$ cat src/rtl/mult_bcd.sv
// mult_bcd: converts the 16-bit product {Aval,Bval} to five BCD digits plus
// a sign flag using sequential double-dabble (add-3 then shift, one bit per
// clock). One conversion is 1 accept edge plus 16 CONV edges.
// Optional build macro: MULT_BCD_LZB_EN turns on leading-zero blanking, so
// leading zero digits Bcd4..Bcd1 read 4'hF when a result is loaded.
module mult_bcd #(
    parameter bit SIGNED = 1'b1
) (
    input  logic       Clk,
    input  logic       Reset,
    input  logic       Start,
    input  logic [7:0] Aval,
    input  logic [7:0] Bval,
    output logic       Busy,
    output logic       Done,
    output logic       Neg,
    output logic [3:0] Bcd4,
    output logic [3:0] Bcd3,
    output logic [3:0] Bcd2,
    output logic [3:0] Bcd1,
    output logic [3:0] Bcd0
);

    localparam logic [0:0] S_IDLE = 1'b0;
    localparam logic [0:0] S_CONV = 1'b1;

    logic [0:0]  state;
    logic [3:0]  cnt;
    logic [19:0] scratch;
    logic [15:0] bin;
    logic        neg_r;

    logic [15:0] prod;
    logic        prod_neg;
    logic [15:0] prod_mag;
    logic [19:0] adj;
    logic [35:0] sh;
    logic [19:0] digits;
    logic        lead;

    // Operand magnitude; 0x8000 negates to itself, which reads as 32768.
    always_comb begin
        prod     = {Aval, Bval};
        prod_neg = SIGNED && prod[15];
        prod_mag = prod_neg ? (~prod + 16'd1) : prod;
    end

    // Add-3 on every nibble >= 5, then shift scratch:bin left one place.
    always_comb begin
        adj = scratch;
        for (int i = 0; i < 5; i++) begin
            if (scratch[4*i +: 4] >= 4'd5)
                adj[4*i +: 4] = scratch[4*i +: 4] + 4'd3;
        end
        sh = {adj, bin} << 1;
    end

    // Digits as loaded onto the outputs, optionally with leading zeros blanked.
    always_comb begin
        digits = sh[35:16];
        lead   = 1'b1;
`ifdef MULT_BCD_LZB_EN
        for (int i = 4; i >= 1; i--) begin
            if (lead && (sh[16 + 4*i +: 4] == 4'd0))
                digits[4*i +: 4] = 4'hF;
            else
                lead = 1'b0;
        end
`else
        lead = 1'b0;
`endif
    end

    // Control FSM, scratch datapath and registered outputs.
    always_ff @(posedge Clk) begin
        if (Reset) begin
            state   <= S_IDLE;
            cnt     <= 4'd0;
            scratch <= 20'd0;
            bin     <= 16'd0;
            neg_r   <= 1'b0;
            Busy    <= 1'b0;
            Done    <= 1'b0;
            Neg     <= 1'b0;
            Bcd4    <= 4'd0;
            Bcd3    <= 4'd0;
            Bcd2    <= 4'd0;
            Bcd1    <= 4'd0;
            Bcd0    <= 4'd0;
        end else begin
            case (state)
                S_IDLE: begin
                    Done <= 1'b0;
                    if (Start) begin
                        bin     <= prod_mag;
                        neg_r   <= prod_neg;
                        scratch <= 20'd0;
                        cnt     <= 4'd0;
                        Busy    <= 1'b1;
                        state   <= S_CONV;
                    end
                end
                default: begin
                    scratch <= sh[35:16];
                    bin     <= sh[15:0];
                    cnt     <= cnt + 4'd1;
                    if (cnt == 4'd15) begin
                        {Bcd4, Bcd3, Bcd2, Bcd1, Bcd0} <= digits;
                        Neg   <= neg_r;
                        Done  <= 1'b1;
                        Busy  <= 1'b0;
                        state <= S_IDLE;
                    end
                end
            endcase
        end
    end

endmodule
$ cat config.mk
export PLATFORM = sky130hd
export DESIGN_NAME = mult_bcd
export DESIGN_NICKNAME = d
export VERILOG_FILES = /design/src/rtl/mult_bcd.sv
export SDC_FILE = /design/constraint.sdc
export NUM_CORES = 1
export LEC_CHECK = 0
export ABC_AREA = 0
export CAP_MARGIN = 10
export CORE_MARGIN = 2
export CORE_UTILIZATION = 30
export DETAILED_ROUTE_END_ITERATION = 10
export PLACE_DENSITY_LB_ADDON = 0.15
export SETUP_SLACK_MARGIN = 0.15
export SLEW_MARGIN = 20
export SYNTH_ARGS = -nofsm -noshare
export SYNTH_HDL_FRONTEND = slang
export SYNTH_SLANG_ARGS = --single-unit
$ cat constraint.sdc
create_clock -name Clk -period 2.2 [get_ports Clk]
set_clock_uncertainty 0.05 [all_clocks]
set_input_delay 0.33 -clock Clk [delete_from_list [all_inputs] [get_ports Clk]]
set_output_delay 0.33 -clock Clk [all_outputs]
set_load 0.05 [all_outputs]
==> results.yml, run 1 <==
power:
  pwr-share-seq_pct: 51.8
  leakage_nw: 1.483
  power.total_mw: 2.366
  peakVddDrop_mv: 0.1875
  switching_share_pct: 24.14
  netSwitchingPower_mw: 0.5713
  combPwrFrac_pct: 11.4
  power_density_mw_per_mm2: 561.8
  power_frac_clock_pct: 36.9
  internal_power_mw: 1.795
placed_design:
  place_congestion: 0.7767
  hpwl_microns: 5147
  io_buffers: 41
synth:
  yosys_warnings: 0
  ys_seq_area_share_pct: 39.29
  avgSynthCellArea_sq_um: 8.137
  synth_fa_ha_area_share_pct: 4.533
  synthArstFlopShare_pct: 0
  synth.area.mux_share_pct: 2.720
  synth_top_family_by_area: "simple AND/OR/NAND/NOR gates"
  ys_types: 38
  synth_cells: 407
  syn_area_sq_mm: 0.003312
  synth-main-ff-cell: "dfxtp_1"
  synth-compound-area-share_pct: 20.97
  syn-num-nets: 438
  synth_simple_gate_area_share_pct: 22.78
  synth_edf_count: 0
  synth_seq_cells: 65
  synthXorXnorAreaFrac_pct: 4.496
setup_path:
  worst_path_max_delay_cell: "or4_4"
  cp-start-kind: "input pin"
  crit_path_max_incr_delay_ps: 570
  required_ps: 2350
  reg2reg_to: "Bcd0[2]"
  r2r-start: "scratch[0]"
  critPathMaxFanout: 3
  critPathKind: "in -> reg"
  rr_worst_depth: 7
  cp.arrival_ps: 2150
  ff2ff_setup_slack_ps: 540
  cp-end-kind: "flip-flop"
  crit_start: "Aval[0]"
  cp_cell_sequence: "clkdlybuf4s50_1, or3_1, or4_4, o31ai_4, xor2_1, o22ai_1"
global_routing:
  grt_pass1_vias: 2681
  grt.total_usage_pct: 13.35
  grt_max_degree: 33
  gr-total-overflow: 0
  antenna_found_initial: 0
  grt_first_pass_wirelength_microns: 12590
timing:
  tightest_slew_ps: 571.7
  setup_viol: 0
  min_period_ps: 1994
  period_share_pct: 90.65
  fmax_mhz: 501.4
  slew_violations: 0
  rsz0062_at_grt: "no"
  setup_tns_ps: 0
  max_slew_margin_pct: 61.89
  hold_viol: 0
routing:
  wl_met2_microns: 3301
  drtAntennaViolNets: 0
  viasPerCell: 4.797
  routed_wl_microns: 7208
  dr.max_layer_used: "met4"
  drt_iter0_drc: 68
  drc: 0
  routedWlPerCell_microns: 11.99
  vias: 2883
  dr.pass1.iters: 4
  met3WireLength_microns: 252
  met1_length_microns: 3526
clock_network:
  cts_resized: 0
  cts_buffers: 9
  ctsHoldBuffers: 0
  clockBufferDepth: 2
  cts_setup_buffers: 0
  clockRootBuffer: "clkbuf_8"
  clk_latency_ps: 340
  clock-sinks: 65
  cts_tree: "built"
  clk_pin_slew_ps: 60
  cts-htree-levels: 3
outcome:
  status: "completed"
min_path:
  holdPathEnd: "Bcd2[2]"
  min_path_type: "reg -> reg"
  hold_depth: 2
  hp-start: "Bcd2[2]"
floorplanning:
  io_pins: 42
  dieArea_sq_mm: 0.01190
  die_w_microns: 109.1
  num_rows: 38
  core-area_sq_mm: 0.01079
  initial_core_util_pct: 30.69
  die_y_microns: 109.1
cells_and_area:
  nets: 489
  syn2layout_area_growth_pct: 27.16
  drive_above_1_share_pct: 11.50
  n_antenna_cell: 0
flow_run:
  cap_viol_max_count: 0
stage by stage:
stage	worst slack [ps]	std cells	hold slack, ps	utilization, %	area (sq um)
CTS	164.6	601	409.2	38.84	4192
global route	152.9	601	425.5	39.02	4212
global placement	-170.7	587	391.9	37.33	4029
floorplan	276.4	407	381.3	-	3312
finish	205.8	601	405.3	39.02	4212
detailed placement	-203.6	587	400.0	37.33	4029
worst max-delay path, delay by kind of cell:
family	cells	cell delay [ps]
AO/OA/AOI/OAI	2	260
XOR/XNOR	1	160
buffers and inverters	1	410
AND/OR/NAND/NOR	2	990
how the worst max path moves through the flow:
| stage | endpoint | slack, ps | cells past startpoint |
|---|---|---|---|
| 3_3_place_gp | bin[11] | -170 | 6 |
| 2_1_floorplan | bin[11] | 280 | 6 |
| 4_1_cts | bin[13] | 160 | 6 |
| 6_report | bin[11] | 210 | 6 |
| 5_1_grt | bin[9] | 150 | 6 |
| 3_5_place_dp | bin[13] | -200 | 6 |
layout by cell type (no fill, tap or decap), types with 12 or more instances in the layout:
master | synthesis | routed
a21oi_1 | 53 | 53
buf_4 | 0 | 26
clkdlybuf4s50_1 | 0 | 40
dfxtp_1 | 65 | 64
ha_1 | 12 | 12
inv_1 | 14 | 14
nand2_1 | 40 | 40
nor2_1 | 44 | 44
nor3_1 | 16 | 16
nor3b_1 | 23 | 23
o21ai_0 | 14 | 14
routing by layer:
layer / global-route usage (%) / up-vias
li1: - / 1522
met1: 17.24 / 1307
met2: 21.34 / 44
met3: 2.570 / 10
met4: 6.319 / 0
met5: 0 / -
flip-flops by register name (all words and copies together), names as in the netlist:
signal / flops
Bcd2: 4
Bcd0: 4
Busy: 1
bin: 16
Done: 1
state: 1
scratch: 20
Neg: 1
cnt: 4
Bcd1: 4
Bcd4: 4
Bcd3: 4
neg_r: 1
cells in the mapped netlist (all sizes together), types with 9 or more instances:
| cell type | n | area share (%) |
|---|---|---|
| ha | 12 | 4.5 |
| nor2 | 44 | 5.0 |
| nand2 | 40 | 4.5 |
| dfxtp | 65 | 39 |
| mux2i | 9 | 2.7 |
| inv | 14 | 1.6 |
| nor3 | 16 | 2.4 |
| xnor2 | 10 | 2.6 |
| a21oi | 53 | 8.0 |
| nor3b | 23 | 5.2 |
| clkbuf | 29 | 3.3 |
| o21ai | 16 | 2.4 |
cells by family after synthesis:
| kind of cell | after synthesis |
|---|---|
| AND/OR/NAND/NOR | 153 |
| AO/OA/AOI/OAI | 107 |
| XOR/XNOR | 17 |
| multiplexers | 9 |
| flip-flops | 65 |
| adder cells (fa/ha/maj) | 12 |
| buffers and inverters | 44 |
power groups by stage:
stage,clock network [mW],logic [mW],registers [mW]
after global routing,0.957,0.300,1.23
after global placement,0,0.267,1.25
final,0.872,0.270,1.22
after floorplan,0,0.158,1.25
after detailed placement,0,0.270,1.25
after CTS,0.910,0.270,1.22
cell type report:
cell class | instances | area [sq um]
inverters | 14 | 52.55
well taps | 140 | 175.2
multi-input cells | 298 | 1858
clock buffers | 14 | 162.7
repair buffers | 70 | 660.6
flip-flops and latches | 65 | 1303
fillers | 1138 | 6581
No activity file was read; power rests on OpenSTA's default activity.
==> run 2: changes to the inputs <==
--- a/config.mk
+++ b/config.mk
@@ -7,6 +7,8 @@
 export LEC_CHECK = 0
 export ABC_AREA = 0
 export CAP_MARGIN = 10
+export CELL_PAD_IN_SITES_DETAIL_PLACEMENT = 1
+export CELL_PAD_IN_SITES_GLOBAL_PLACEMENT = 1
 export CORE_MARGIN = 2
 export CORE_UTILIZATION = 30
 export DETAILED_ROUTE_END_ITERATION = 10
==> run 2 against run 1 <==
Against the previous run: clock power up 27%; flip-flop and latch count stayed put; setup slack got worse by 10 ps; final area grew 0.51%; critical path depth is the same; core utilization up 0.20 points; wire length rose by 10%; die area unchanged; sequential power about the same; via count grew 2.9%; non-clock buffer count shrank 4; sequential share of layout area shrank 0.16 points.
==> results.yml, run 2 (same netlist as run 1, synthesis figures left out) <==
floorplanning:
  initial_core_util_pct: 30.69
  dieArea_sq_mm: 0.01190
  core-area_sq_mm: 0.01079
  die_y_microns: 109.1
  die_w_microns: 109.1
  io_pins: 42
  num_rows: 38
cells_and_area:
  drive_above_1_share_pct: 11.33
  finish.instance_area_sq_mm: 0.004233
  n_antenna_cell: 0
  nets: 485
  utilization_pct: 39.22
  multi_input_area_sq_mm: 0.001848
  instances_no_fill: 599
  fillers: 1282
  regArea_sq_mm: 0.001303
  largest_reg_flops: 20
  top_register: "scratch"
  syn2layout_area_growth_pct: 27.81
  final_cell_mix: "dfxtp_1, a21oi_1, nor2_1"
  final_common_cell: "dfxtp_1"
  top_regs: "scratch x20, bin x16"
clock_network:
  cts_resized: 0
  clockBufferDepth: 2
  cts-htree-levels: 3
  cts_tree: "built"
  clk_pin_slew_ps: 70
  cts_buffers: 9
  ctsHoldBuffers: 0
  clock-sinks: 65
  cts_setup_buffers: 0
  clockRootBuffer: "clkbuf_8"
  clk_latency_ps: 340
power:
  switching_share_pct: 24.34
  internal_power_mw: 1.971
  power_density_mw_per_mm2: 615.4
  power_frac_clock_pct: 42.6
  peakVddDrop_mv: 0.3594
  netSwitchingPower_mw: 0.6341
  leakage_nw: 1.472
  pwr-share-seq_pct: 47.0
  combPwrFrac_pct: 10.3
global_routing:
  grt_pass1_vias: 2952
  grt_max_degree: 45
  grt.total_usage_pct: 14.34
  grt_first_pass_wirelength_microns: 13590
  antenna_found_initial: 0
  gr-total-overflow: 0
placed_design:
  place_inst: 583
  pre_cts_ws_ps: -208.5
  place_congestion: 0.7551
  hpwl_microns: 5571
  dpl_cell_area_sq_mm: 0.004011
  io_buffers: 41
timing:
  setup_ws_ps: 195.3
  setup_viol: 0
  slew_violations: 0
  period_share_pct: 91.12
  rsz0062_at_grt: "no"
  setup_tns_ps: 0
  max_slew_margin_pct: 66.26
  fmax_mhz: 498.8
  hold_viol: 0
  min_period_ps: 2005
  tightest_slew_ps: 504.6
setup_path:
  required_ps: 2370
  cp-start-kind: "input pin"
  cp.arrival_ps: 2170
  critPathMaxFanout: 6
  critPathKind: "in -> reg"
  cp-end-kind: "flip-flop"
routing:
  dr.pass1.iters: 4
  viasPerCell: 4.952
  drc: 0
  routedWlPerCell_microns: 13.29
  routed_wl_microns: 7958
  drt_iter0_drc: 87
  vias: 2966
  drtAntennaViolNets: 0
outcome:
  status: "completed"
min_path:
  min_path_type: "in -> reg"
flow_run:
  cap_viol_max_count: 0
[run 2: cell types whose count changed in the layout (fill, tap and decap cells not counted), moves of 2 or more]
cell,previous run,this run
buf_4,26,21
bufinv_16,0,2
clkbuf_8,11,9
clkinvlp_4,0,2
[run 2: metrics by stage]
step | hold WS, ps | total power [mW]
6_report | 295.6 | 2.605
2_1_floorplan | 381.3 | 1.404
4_1_cts | 278.8 | 2.653
3_5_place_dp | 399.8 | 1.525
5_1_grt | 284.2 | 2.734
3_3_place_gp | 394.1 | 1.518
[run 2: per-layer routing]
metal	vias to the layer above	share of wire (%)	track usage (%)
met3	5	3.1	2.929
met1	1393	49	17.59
met5	-	0	0
li1	1526	-	-
met4	0	1.0	4.945
met2	42	47	24.84
[run 2: layout make-up]
type / instances / share of cell area [%]
clock inverter: 5 / 1.892
clock buffer: 11 / 3.104
tap: 140 / 4.138
sequential: 65 / 30.77
timing repair buffer: 66 / 15.19
multi-input combinational: 298 / 43.66
inverter: 14 / 1.242
[run 2: power groups by stage]
stage	clock, mW	combinational (mW)	sequential, mW
after floorplan	0	0.158	1.25
after global placement	0	0.266	1.25
after detailed placement	0	0.272	1.25
after CTS	1.16	0.273	1.23
after global routing	1.20	0.301	1.23
final	1.11	0.269	1.22
[run 2: worst max-delay path, stage by stage]
cell and delay (ps):
clkdlybuf4s50_1 430, or3_4 430, or4_4 530, o31ai_4 190, xor2_1 180, o22ai_1 80
[run 2: worst paths after layout]
path / from / to / slack [ps] / cells after the start
worst max-delay path: Bval[4] / bin[11] / 200 / 6
worst min-delay path: Reset / neg_r / 300 / 2
worst max register to register: scratch[8] / Bcd2[2] / 520 / 7
worst min register to register: bin[3] / bin[4] / 400 / 2
